$ cat src/rtl/multicycle_ctrl.sv
// Multicycle IF/ID/EX/MEM/WB controller for an RV32I subset (R, I-ALU, LW, SW, BEQ).
// Decode (ALUSrc/ALUCtrl) is combinational; strobes are registered and only MEM can stall.
module multicycle_ctrl #(
    parameter int MEM_WAIT_MAX = 15
) (
    input  logic        clk,
    input  logic        rst,
    input  logic [31:0] instr,
    input  logic        Zero,
    input  logic        dReady,
    output logic        PCSrc,
    output logic        ALUSrc,
    output logic        RegWrite,
    output logic        MemToReg,
    output logic [3:0]  ALUCtrl,
    output logic        loadPC,
    output logic        MemRead,
    output logic        MemWrite,
    output logic        illegal,
    output logic        mem_tmo,
    output logic [2:0]  state
);
    typedef enum logic [2:0] {
        S_IF  = 3'd0,
        S_ID  = 3'd1,
        S_EX  = 3'd2,
        S_MEM = 3'd3,
        S_WB  = 3'd4
    } state_t;

    localparam logic [6:0] OP_R    = 7'b0110011;
    localparam logic [6:0] OP_I    = 7'b0010011;
    localparam logic [6:0] OP_LW   = 7'b0000011;
    localparam logic [6:0] OP_SW   = 7'b0100011;
    localparam logic [6:0] OP_BEQ  = 7'b1100011;
    localparam logic [7:0] WAIT_LAST = 8'(MEM_WAIT_MAX - 1);

    state_t     st;
    logic [7:0] cnt;

    logic [6:0] opcode;
    logic [2:0] funct3;
    logic       is_r, is_i, is_lw, is_sw, is_beq, legal;

    assign opcode = instr[6:0];
    assign funct3 = instr[14:12];
    assign state  = st;

    always_comb begin
        is_r   = (opcode == OP_R);
        is_i   = (opcode == OP_I);
        is_lw  = (opcode == OP_LW)  && (funct3 == 3'b010);
        is_sw  = (opcode == OP_SW)  && (funct3 == 3'b010);
        is_beq = (opcode == OP_BEQ) && (funct3 == 3'b000);
        legal  = is_r || is_i || is_lw || is_sw || is_beq;
    end

    // Operand/ALU select follow the opcode even for illegal encodings of a known opcode.
    always_comb begin
        ALUSrc  = (opcode == OP_I) || (opcode == OP_LW) || (opcode == OP_SW);
        ALUCtrl = 4'b0010;
        if (opcode == OP_BEQ) begin
            ALUCtrl = 4'b0110;
        end else if (is_r || is_i) begin
            case (funct3)
                3'b000:  ALUCtrl = (is_r && instr[30]) ? 4'b0110 : 4'b0010;
                3'b001:  ALUCtrl = 4'b1001;
                3'b010:  ALUCtrl = 4'b0111;
                3'b011:  ALUCtrl = 4'b1011;
                3'b100:  ALUCtrl = 4'b1101;
                3'b101:  ALUCtrl = instr[30] ? 4'b1010 : 4'b1000;
                3'b110:  ALUCtrl = 4'b0001;
                default: ALUCtrl = 4'b0000;
            endcase
        end
    end

    always_ff @(posedge clk or posedge rst) begin
        if (rst) begin
            st       <= S_IF;
            cnt      <= 8'd0;
            PCSrc    <= 1'b0;
            RegWrite <= 1'b0;
            MemToReg <= 1'b0;
            loadPC   <= 1'b0;
            MemRead  <= 1'b0;
            MemWrite <= 1'b0;
            illegal  <= 1'b0;
            mem_tmo  <= 1'b0;
        end else begin
            PCSrc    <= 1'b0;
            RegWrite <= 1'b0;
            MemToReg <= 1'b0;
            loadPC   <= 1'b0;
            MemRead  <= 1'b0;
            MemWrite <= 1'b0;
            illegal  <= 1'b0;
            mem_tmo  <= 1'b0;
            case (st)
                S_IF: begin
                    st      <= S_ID;
                    illegal <= !legal;
                end
                S_ID: st <= S_EX;
                S_EX: begin
                    st       <= S_MEM;
                    cnt      <= 8'd0;
                    MemRead  <= is_lw;
                    MemWrite <= is_sw;
                end
                S_MEM: begin
                    if ((MemRead || MemWrite) && !dReady) begin
                        if (cnt == WAIT_LAST) begin
                            // Timed-out access: finish the instruction but never write back.
                            st      <= S_WB;
                            mem_tmo <= 1'b1;
                            loadPC  <= 1'b1;
                        end else begin
                            cnt      <= cnt + 8'd1;
                            MemRead  <= MemRead;
                            MemWrite <= MemWrite;
                        end
                    end else begin
                        st       <= S_WB;
                        loadPC   <= 1'b1;
                        RegWrite <= is_r || is_i || is_lw;
                        MemToReg <= is_lw;
                        PCSrc    <= is_beq && Zero;
                    end
                end
                default: begin
                    st  <= S_IF;
                    cnt <= 8'd0;
                end
            endcase
        end
    end
endmodule

$ cat config.mk
export PLATFORM = sky130hd
export DESIGN_NAME = multicycle_ctrl
export DESIGN_NICKNAME = d
export VERILOG_FILES = /design/src/rtl/multicycle_ctrl.sv
export SDC_FILE = /design/constraint.sdc
export NUM_CORES = 1
export LEC_CHECK = 0
export ABC_CLOCK_PERIOD_IN_PS = 2100
export CELL_PAD_IN_SITES_DETAIL_PLACEMENT = 0
export CELL_PAD_IN_SITES_GLOBAL_PLACEMENT = 1
export CORE_ASPECT_RATIO = 0.7
export CORE_MARGIN = 8
export CORE_UTILIZATION = 28
export CTS_BUF_LIST = sky130_fd_sc_hd__clkbuf_16
export CTS_CLUSTER_DIAMETER = 150
export DETAILED_ROUTE_END_ITERATION = 10
export PLACE_DENSITY = 0.81
export REMOVE_ABC_BUFFERS = 1
export SYNTH_ARGS = -nofsm -noshare
export SYNTH_HDL_FRONTEND = slang
export SYNTH_SLANG_ARGS = --single-unit
$ cat constraint.sdc
create_clock -name clk -period 2.1 [get_ports clk]
set_clock_uncertainty 0.05 [all_clocks]
set_input_delay 0.42 -clock clk [delete_from_list [all_inputs] [get_ports clk]]
set_output_delay 0.42 -clock clk [all_outputs]
set_load 0.01 [all_outputs]
* Yosys cells after proc, flatten, opt, wreduce, memory -nomap -nowiden
Cells that the tools add are included.
** Word-level totals
- Flip-flop bits (word level) :: 19
- Bits in latches :: 0
- RAM bits :: 0
- Bits in read-only memories :: 0
- Bits of input ports :: 36
- Logic and storage cells :: 76
- Memories :: 0
** Operators by class
- Add/sub/neg operators :: 1
- $mul :: 0
- Div/mod/pow operators :: 0
- $lt $le $gt $ge :: 0
- Equality and inequality tests :: 18
- Shifts and indexed selects :: 0
- Muxes and demuxes :: 27
- Bitwise gates (word level) :: 1
- Reduce and logical (&&, ||, !) cells :: 19
** Operator list (count)
- 4-bit case mux with 7 select lines :: 1
- 8-bit two-way mux :: 2
- 8-bit case mux with 2 select lines :: 1
- 7-bit by 6-bit equality test with 1-bit output (second input constant) :: 2
- 1-bit two-way mux :: 14
- 3-bit by 2-bit equality test with 1-bit output (second input constant) :: 4
- 3-bit case mux with 4 select lines :: 1
- 3-bit equality test (second input constant) :: 3
- 3-bit two-way mux :: 3
- 8-bit by 1-bit adder with 8-bit output (second input constant) :: 1
- 8-bit by 4-bit equality test with 1-bit output (second input constant) :: 1
- 4-bit two-way mux :: 2
- 7-bit by 2-bit equality test with 1-bit output (second input constant) :: 1
- 7-bit by 5-bit equality test with 1-bit output (second input constant) :: 1
- 7-bit equality test (second input constant) :: 1
- 1-bit logical OR :: 7
- 3-bit by 1-bit equality test with 1-bit output (second input constant) :: 2
- 1-bit logical AND :: 6
- 3-bit logical NOT :: 2
- 2-bit inequality test (second input constant) :: 2
- 1-bit case mux with 2 select lines :: 2
- 3-bit inequality test (second input constant) :: 1
- 3-bit AND reduction :: 1
- 1-bit logical NOT :: 2
- other kinds (3) :: 3

* Depth between registers and ports, before layout
Gate-level depths: netlist of the first run.
- Depth in word-level cells :: 7
- Gate-level depth with buffers :: 6

* Least setup slack after synthesis of the first run
No wires, ideal clock.
- Path type :: input port to output port
- Start :: input port instr[2]
- End :: output port ALUCtrl[1]
- Arrival time :: 1467 ps
- Path slack :: 163 ps
- Stages on the path :: 3
- Cell sequence :: nand4bb_1 > or3b_1 > or3_1
** Between the ends
- Longest elaborated chain between the ends :: 4
- Elaborated cells between the ends (all ways) :: 6
- Those cells by class :: 3 x eq/ne; 2 x mux; 1 x reduce/logical
** Ends and longest elaborated chain
- from (decl) :: line 8 : input logic [31:0] instr,
- 7-bit by 6-bit equality test with 1-bit output or 7-bit by 5-bit equality test with 1-bit output (tied branches) :: line 50, 51
- 1-bit logical OR :: line 64 : end else if (is_r || is_i) begin
- 4-bit two-way mux :: line 64
- 4-bit two-way mux * :: line 62 : if (opcode == OP_BEQ) begin
- to (decl) :: line 15 : output logic [3:0] ALUCtrl,
Mark *: on every way between the ends. The rest lies on a longest branch, timed or not.

* Final worst setup path of the first run
- Start :: input port instr[3]
- End :: output port ALUCtrl[1]
Same word-level chain as after synthesis.

==> summary.md, run 1 <==
| Metric | Value |
|---|---|
| Status | `finished with violations` |
| Failing checks | `negative setup slack` |
| M2 GR Usage | `between 15 and 20%` |
| Final Max Tran Viols | `0` |
| Synth Area in Simple Gates | `31.53%` |
| First-pass GRT wire length | `4726 µm` |
| # IOs | `52` |
| # nets final | `~200` |
| Area grow syn2layout | `51.80%` |
| Fin crit period | `2118 ps` |
| Chip height | `roughly 67 µm` |
| Clock buffer depth | `2` |
| # fillers | `363` |
| Met1 GRT Util | `13.21%` |
| WL per Instance | `13.63 µm` |
| Multi-input gate area | `561.8 µm²` |
| Total track usage | `9.892%` |
| Synth warnings | `0` |
| Post-Synth XOR/XNOR Area | `0.8393%` |
| Cell area after layout | `1584 µm²` |
| Max-cap violation count | `0` |
| Syn_area_per_cell | `9.235 µm²` |
| TritonCTS clock tree | `built` |
| Worst slew margin | `73.63%` |
| DRT Wirelength | `between 2000 and 3000 µm` |
| Critical Path Slowest Stage Cell | `or3b_4` |
| Register area | `475.5 µm²` |
| Largest net degree at the start of global routing | `20` |
| VDD IR max | `320.1 µV` |
| Period utilisation layout | `100.9%` |
| Crit Path Max Fanout | `4` |
| Post-synthesis mux area share | `0%` |
| Hold Crit Class | `primary input to async pin` |
| Worst endpoint data arrival time | `1650 ps` |
| Hold_ws | `between 400 and 500 ps` |
| CTS H-Tree Depth | `1` |
| Total die area | `5967 µm²` |
| Initial Utilization | `29.32%` |
| Synth cell types | `38` |
| Yosys reg bits | `19` |
| Drt pass-1 iters | `4` |
| Placement Cell Area | `1500 µm²` |
| Syn Std Cell Area | `1044 µm²` |
| Post-Synth Adder-Cell Area | `2.398%` |
| CTS Buf Count | `3` |
| DR vias | `1,044` |
| CTS Hold Buffers Added | `0` |
| Drc violations | `0` |
| Largest family of logic cells by synthesized area | `simple AND/OR/NAND/NOR gates` |
| Worst slew pin tran | `392.6 ps` |
| Final HPWL DP | `2209 µm` |
| Chip width | `88.97 µm` |
| Leak | `0.6708 nW` |
| Core ar. | `3558 µm²` |
| Synth Area in Compound Gates | `16.43%` |
| Worst-skew pair later-pin latency | `between 200 and 300 ps` |
| Kind of critical path | `primary input to output port` |
| Register area share after synthesis | `around 46%` |
| Post-synth top area cell | `dfrtp_1` |
| Vias in the first global route | `~1,000` |
| Port buffer count | `30` |
| Global placement routability congestion | `0.8415` |
| Fmax achieved | `0.4720 GHz` |
| Share of layout cells above drive strength 1 | `22.50%` |
| Via/cell ratio | `4.971` |
| CP startpoint kind | `primary input` |
| Gate Count Post-Synth | `113` |
| Crit. End Element | `output port` |
| Final setup viols | `1` |
| PD cells | `821.8 nW/µm²` |
| Number of DRC markers in iteration 0 | `97` |
| Ranking of synthesized cells by area | `dfrtp_1 (46%), nand2_1 (5.4%), or4_1 (3.6%)` |
| Global route overflow | `0` |
| Final hold viol count | `0` |
| Cell Rows | `18` |
| Final antenna-violating net count | `0` |
| CTS clock-pin slew for the worst setup and hold paths | `60 ps` |
| Setup ws final | `-18.49 ps` |
| N_diodes | `0` |
| CTS sink cnt | `19` |
| Crit path cell chain | `buf_6, nand4bb_4, or3b_4, or3_1, buf_2` |
| RSZ-0062 raised after global routing | `true` |
| CTS Root Cell | `clkbuf_16` |
| GR met3 Demand/Resource | `2.088%` |
| Crit path required time | `1630 ps` |
| Critical Path Max Stage Delay | `420 ps` |
| Top Usage Layer GRT | `met2` |
| Initial antenna violation count | `0` |
| Top cell type's share of synthesized area | `a little under half` |
==> through the flow <==
stage                     total power, mW  setup WS, ps  instances  TNS, ps  utilization (%)
after global placement             0.9115        -650.6        205    -2759            42.16
after floorplan                    0.6872         119.1        111        0                -
after global routing                1.393        -43.48        210   -43.48            44.51
final                               1.302        -18.49        210   -18.49            44.51
after CTS                           1.318        -8.316        210   -8.316            44.20
after detailed placement           0.9222        -708.2        205    -3046            42.16
==> critical path: cells and delay by family <==
kind | cells | cell delay [ps]
AND/OR/NAND/NOR | 3 | 1000
buffers and inverters | 2 | 230
==> power by group <==
group / internal [mW] / switching [mW]
Clock: 0.255 / 0.135
Sequential: 0.413 / 0.0683
Combinational: 0.208 / 0.223
Total: 0.876 / 0.426
==> final cells by class <==
cell class	count	area share, %
clock buffer	3	4.739
sequential	19	30.02
multi-input combinational	86	35.47
inverter	6	1.422
clock inverter	1	0.3160
tap	50	3.949
timing repair buffer	45	24.09
==> logic make-up (layout without fill, tap and decap cells) <==
logic type,count (synthesis),count (layout)
and+or+nand+nor,55,55
adders and majority gates,2,2
AOI/OAI and AO/OA,28,28
xor gates and xnor gates,1,1
buffers and inverters,8,55
DFF,19,19
==> placed cells by master (no fill, tap or decap), types with 3 or more instances in the layout <==
cell type | netlist | routed
a21oi_1 | 7 | 6
o21ai_1 | 7 | 7
or3_1 | 3 | 3
or4_1 | 5 | 5
inv_1 | 6 | 6
buf_4 | 1 | 15
buf_2 | 0 | 4
dfrtp_1 | 19 | 19
clkdlybuf4s50_1 | 0 | 19
o31ai_1 | 3 | 3
nand2_1 | 15 | 15
nor2_1 | 8 | 8
nand3_1 | 3 | 3
clkbuf_16 | 0 | 3
==> Yosys cell counts <==
| cell | count |
|---|---|
| nand3b_2 | 1 |
| o22ai_1 | 2 |
| nor3_2 | 1 |
| inv_1 | 6 |
| and3_1 | 1 |
| o21ai_1 | 7 |
| nor4_4 | 1 |
| o31ai_1 | 3 |
| o311ai_1 | 1 |
| or2_2 | 1 |
| nor2b_1 | 2 |
| a32o_1 | 1 |
| a21oi_1 | 7 |
| ha_1 | 2 |
| a311oi_1 | 1 |
| nor2_1 | 8 |
| nand3b_1 | 1 |
| buf_4 | 1 |
| or3b_1 | 1 |
| nand4bb_1 | 1 |
| dfrtp_1 | 19 |
| or2_1 | 1 |
| a211oi_1 | 3 |
| xnor2_1 | 1 |
| nor4_1 | 1 |
| o21ai_0 | 2 |
| and2_1 | 1 |
| clkbuf_1 | 1 |
| nand4_1 | 2 |
| and4_1 | 1 |
| a31oi_1 | 1 |
| or3_1 | 3 |
| nor3_1 | 2 |
| nand2_1 | 15 |
| nand2b_1 | 2 |
| or4b_4 | 1 |
| nand3_1 | 3 |
| or4_1 | 5 |
==> worst paths after layout <==
path | slack (ps) | cells after the start | to | from
setup reg to reg | 230 | 6 | cnt[4]$_DFFE_PP0P_ | cnt[0]$_DFFE_PP0P_
hold / removal | 440 | 3 | cnt[7]$_DFFE_PP0P_ | rst
min in group clk | 510 | 2 | MemWrite$_DFFE_PP0P_ | MemWrite$_DFFE_PP0P_
hold reg to reg | 510 | 2 | MemWrite$_DFFE_PP0P_ | MemWrite$_DFFE_PP0P_
max in group asynchronous | 1360 | 3 | cnt[4]$_DFFE_PP0P_ | rst
setup / recovery | -20 | 5 | ALUCtrl[1] | instr[3]
==> timing repair <==
| action | 4_1_cts | 5_1_grt |
|---|---|---|
| setup buffers | 1 | 0 |
| pin swaps | 3 | 3 |
| resized for setup | 33 | 6 |
| endpoints found under the setup margin | 5 | 4 |
==> state kept, by name (all words and copies together) (netlist names) <==
| name | count |
|---|---|
| MemRead | 1 |
| MemToReg | 1 |
| MemWrite | 1 |
| PCSrc | 1 |
| RegWrite | 1 |
| cnt | 8 |
| illegal | 1 |
| loadPC | 1 |
| mem_tmo | 1 |
| state | 3 |
==> per-layer routing <==
metal	share of wire (%)	routed length, µm
met4	1.9	55
met5	0	0
met1	46	1311
met2	48	1363
met3	4.6	132
(Power assumes the default switching activity.)
==> inputs of run 2 (changes only) <==
--- a/config.mk
+++ b/config.mk
@@ -6,7 +6,7 @@
 export NUM_CORES = 1
 export LEC_CHECK = 0
 export ABC_CLOCK_PERIOD_IN_PS = 2100
-export CELL_PAD_IN_SITES_DETAIL_PLACEMENT = 0
+export CELL_PAD_IN_SITES_DETAIL_PLACEMENT = 1
 export CELL_PAD_IN_SITES_GLOBAL_PLACEMENT = 1
 export CORE_ASPECT_RATIO = 0.7
 export CORE_MARGIN = 8
==> run 2 against run 1 <==
The flow still finishes with violations (negative setup slack). Sequential share of layout area decreased by 0.35 points. Die area unchanged. Routed wire length increased by 36%. Largest power group unchanged.
==> summary.md, run 2 (synthesis gave the netlist of run 1 again) <==
| Metric | Value |
|---|---|
| Worst reg2reg setup slack | `180 ps (-50 ps)` |
| Fmax achieved | `0.4640 GHz (-1.7%)` |
| Global route overflow | `0 (unchanged)` |
| Total track usage | `13.55% (+3.7 points)` |
| WL per Instance | `18.32 µm (+34%)` |
| R2R Path End | `cnt[4]$_DFFE_PP0P_` |
| Most frequent cells in the layout | `dfrtp_1 (19), clkdlybuf4s50_1 (18), nand2_1 (15), buf_4 (15), nor2_1 (8)` |
| Global placement routability congestion | `0.8415 (unchanged)` |
| Kind of critical path | `primary input to output port` |
| Worst r2r path cells | `6 (unchanged)` |
| Worst-skew pair later-pin latency | `250 ps (about the same)` |
| Final Max Tran Viols | `0 (unchanged)` |
| CP startpoint kind | `primary input` |
| CTS H-Tree Depth | `1 (unchanged)` |
| Via/cell ratio | `5.212 (+4.8%)` |
| Crit. End Element | `output port` |
| Cell area after layout | `1603 µm² (+1.2%)` |
| Core ar. | `3558 µm² (unchanged)` |
| VDD IR max | `326.5 µV (+2.0%)` |
| TritonCTS clock tree | `built` |
| Most common cell on crit path | `buf_6` |
| Hold_ws | `447.8 ps (+7.603 ps)` |
| Final Non-Filler Cells | `212 (+0.95%)` |
| Max reg flops | `8 (unchanged)` |
| Failing checks | `negative setup slack` |
| Final antenna-violating net count | `0 (unchanged)` |
| Period utilisation layout | `102.6% (+1.7 points)` |
| Vias in the first global route | `1,155 (+15%)` |
| Clock buffer depth | `2 (unchanged)` |
| Buffer and inverter count on the worst path | `2 (unchanged)` |
| Crit Path Max Fanout | `3 (-1)` |
| Largest net degree at the start of global routing | `20 (unchanged)` |
| RSZ-0062 raised after global routing | `true` |
| Fin crit period | `2155 ps (+36.50 ps)` |
| Tot Pwr | `1.326 mW (+1.8%)` |
| Setup TNS | `-82.02 ps (-63.54 ps)` |
| Critical Path Max Stage Delay | `430 ps (about the same)` |
| Status | `finished with violations` |
| Initial Utilization | `29.32% (unchanged)` |
| Most common cell after layout, fill and taps aside | `dfrtp_1` |
| Final setup viols | `3 (+2)` |
| Crit path required time | `1630 ps (about the same)` |
| Drt pass-1 iters | `4 (unchanged)` |
| Worst slew margin | `73.65% (about the same)` |
| Largest Register | `cnt` |
| CTS Root Cell | `clkbuf_16` |
| Placement Cell Area | `1500 µm² (unchanged)` |
| Final hold viol count | `0 (unchanged)` |
| CTS Hold Buffers Added | `0 (unchanged)` |
| CTS clock-pin slew for the worst setup and hold paths | `50 ps (about the same)` |
| Drc violations | `0 (unchanged)` |
| Pre-CTS worst setup slack | `-782.9 ps (-74.71 ps)` |
| Top delay family on crit path | `simple AND/OR/NAND/NOR gates` |
| PD cells | `827.1 nW/µm² (+0.64%)` |
| Max-cap violation count | `0 (unchanged)` |
| Area grow syn2layout | `53.60%` |
| Inst Count DP | `205 (unchanged)` |
| DR vias | `1,105 (+5.8%)` |
| Crit path cell chain | `buf_6, nand4bb_1, or3b_4, or3_4, buf_6` |
| Hold Crit Class | `primary input to async pin` |
| CTS Buf Count | `3 (unchanged)` |
| Number of DRC markers in iteration 0 | `65 (-33%)` |
| Leak | `0.6888 nW (+2.7%)` |
| Share of layout cells above drive strength 1 | `24.22% (+1.7 points)` |
| Chip height | `67.08 µm (unchanged)` |
| Critical Path Slowest Stage Cell | `or3b_4` |
| First-pass GRT wire length | `6210 µm (+31%)` |
| # IOs | `52 (unchanged)` |
| Port buffer count | `30 (unchanged)` |
| Setup ws final | `-54.98 ps (-36.50 ps)` |
| DRT Wirelength | `3884 µm (+36%)` |
| Cell Rows | `18 (unchanged)` |
| Util after Layout | `45.04% (+0.53 points)` |
| # nets final | `200 (+0.50%)` |
| Chip width | `88.97 µm (unchanged)` |
| Worst endpoint data arrival time | `1680 ps (+30 ps)` |
| Initial antenna violation count | `0 (unchanged)` |
| CTS sink cnt | `19 (unchanged)` |
| Worst r2r src | `cnt[0]$_DFFE_PP0P_` |
| Final HPWL DP | `2694 µm (+22%)` |
| Total die area | `5967 µm² (unchanged)` |
| Worst slew pin tran | `392.3 ps (-0.2618 ps)` |
-- run 2: how the worst max path moves through the flow --
| stage | from | end | slack [ps] | cells past startpoint |
|---|---|---|---|---|
| final | instr[2] | ALUCtrl[1] | -50 | 5 |
| after global placement | instr[2] | ALUCtrl[1] | -650 | 5 |
| after CTS | instr[3] | ALUCtrl[1] | -7 | 5 |
| after detailed placement | instr[2] | ALUCtrl[3] | -780 | 6 |
| after global routing | instr[2] | ALUCtrl[1] | -70 | 5 |
| after floorplan | MemWrite$_DFFE_PP0P_ | cnt[6]$_DFFE_PP0P_ | 120 | 4 |
-- run 2: worst min-delay path, stage by stage --
cell             delay [ps]
clkdlybuf4s50_1         400
inv_1                    50
buf_4                   250
-- run 2: area by class of cell --
cell class	instances	area [µm²]
antenna	1	2.502
sequential	19	475.5
clock inverter	1	5.005
clock buffer	3	75.07
inverter	6	22.52
fill	434	1956
multi-input combinational	86	558.0
tap	50	62.56
timing repair buffer	46	401.6
-- run 2: report_power, final --
group | internal [mW] | switching [mW]
sequential | 0.413 | 0.0725
combinational | 0.207 | 0.245
clock | 0.255 | 0.134
total | 0.875 | 0.451
-- run 2: repair_timing --
action / in CTS / in global routing
setup endpoints to repair: 5 / 4
buffers inserted: 1 / 1
endpoints found under the hold margin: 0 / 0
pin swaps: 4 / 3
resized for setup: 35 / 7
-- run 2: routing by layer --
layer | vias up | share of wire, % | GRT usage (%)
met5 | - | 0 | 0
met4 | 0 | 2.8 | 7.216
met3 | 13 | 3.9 | 3.071
met2 | 32 | 50 | 22.21
met1 | 546 | 43 | 16.18
li1 | 514 | - | -
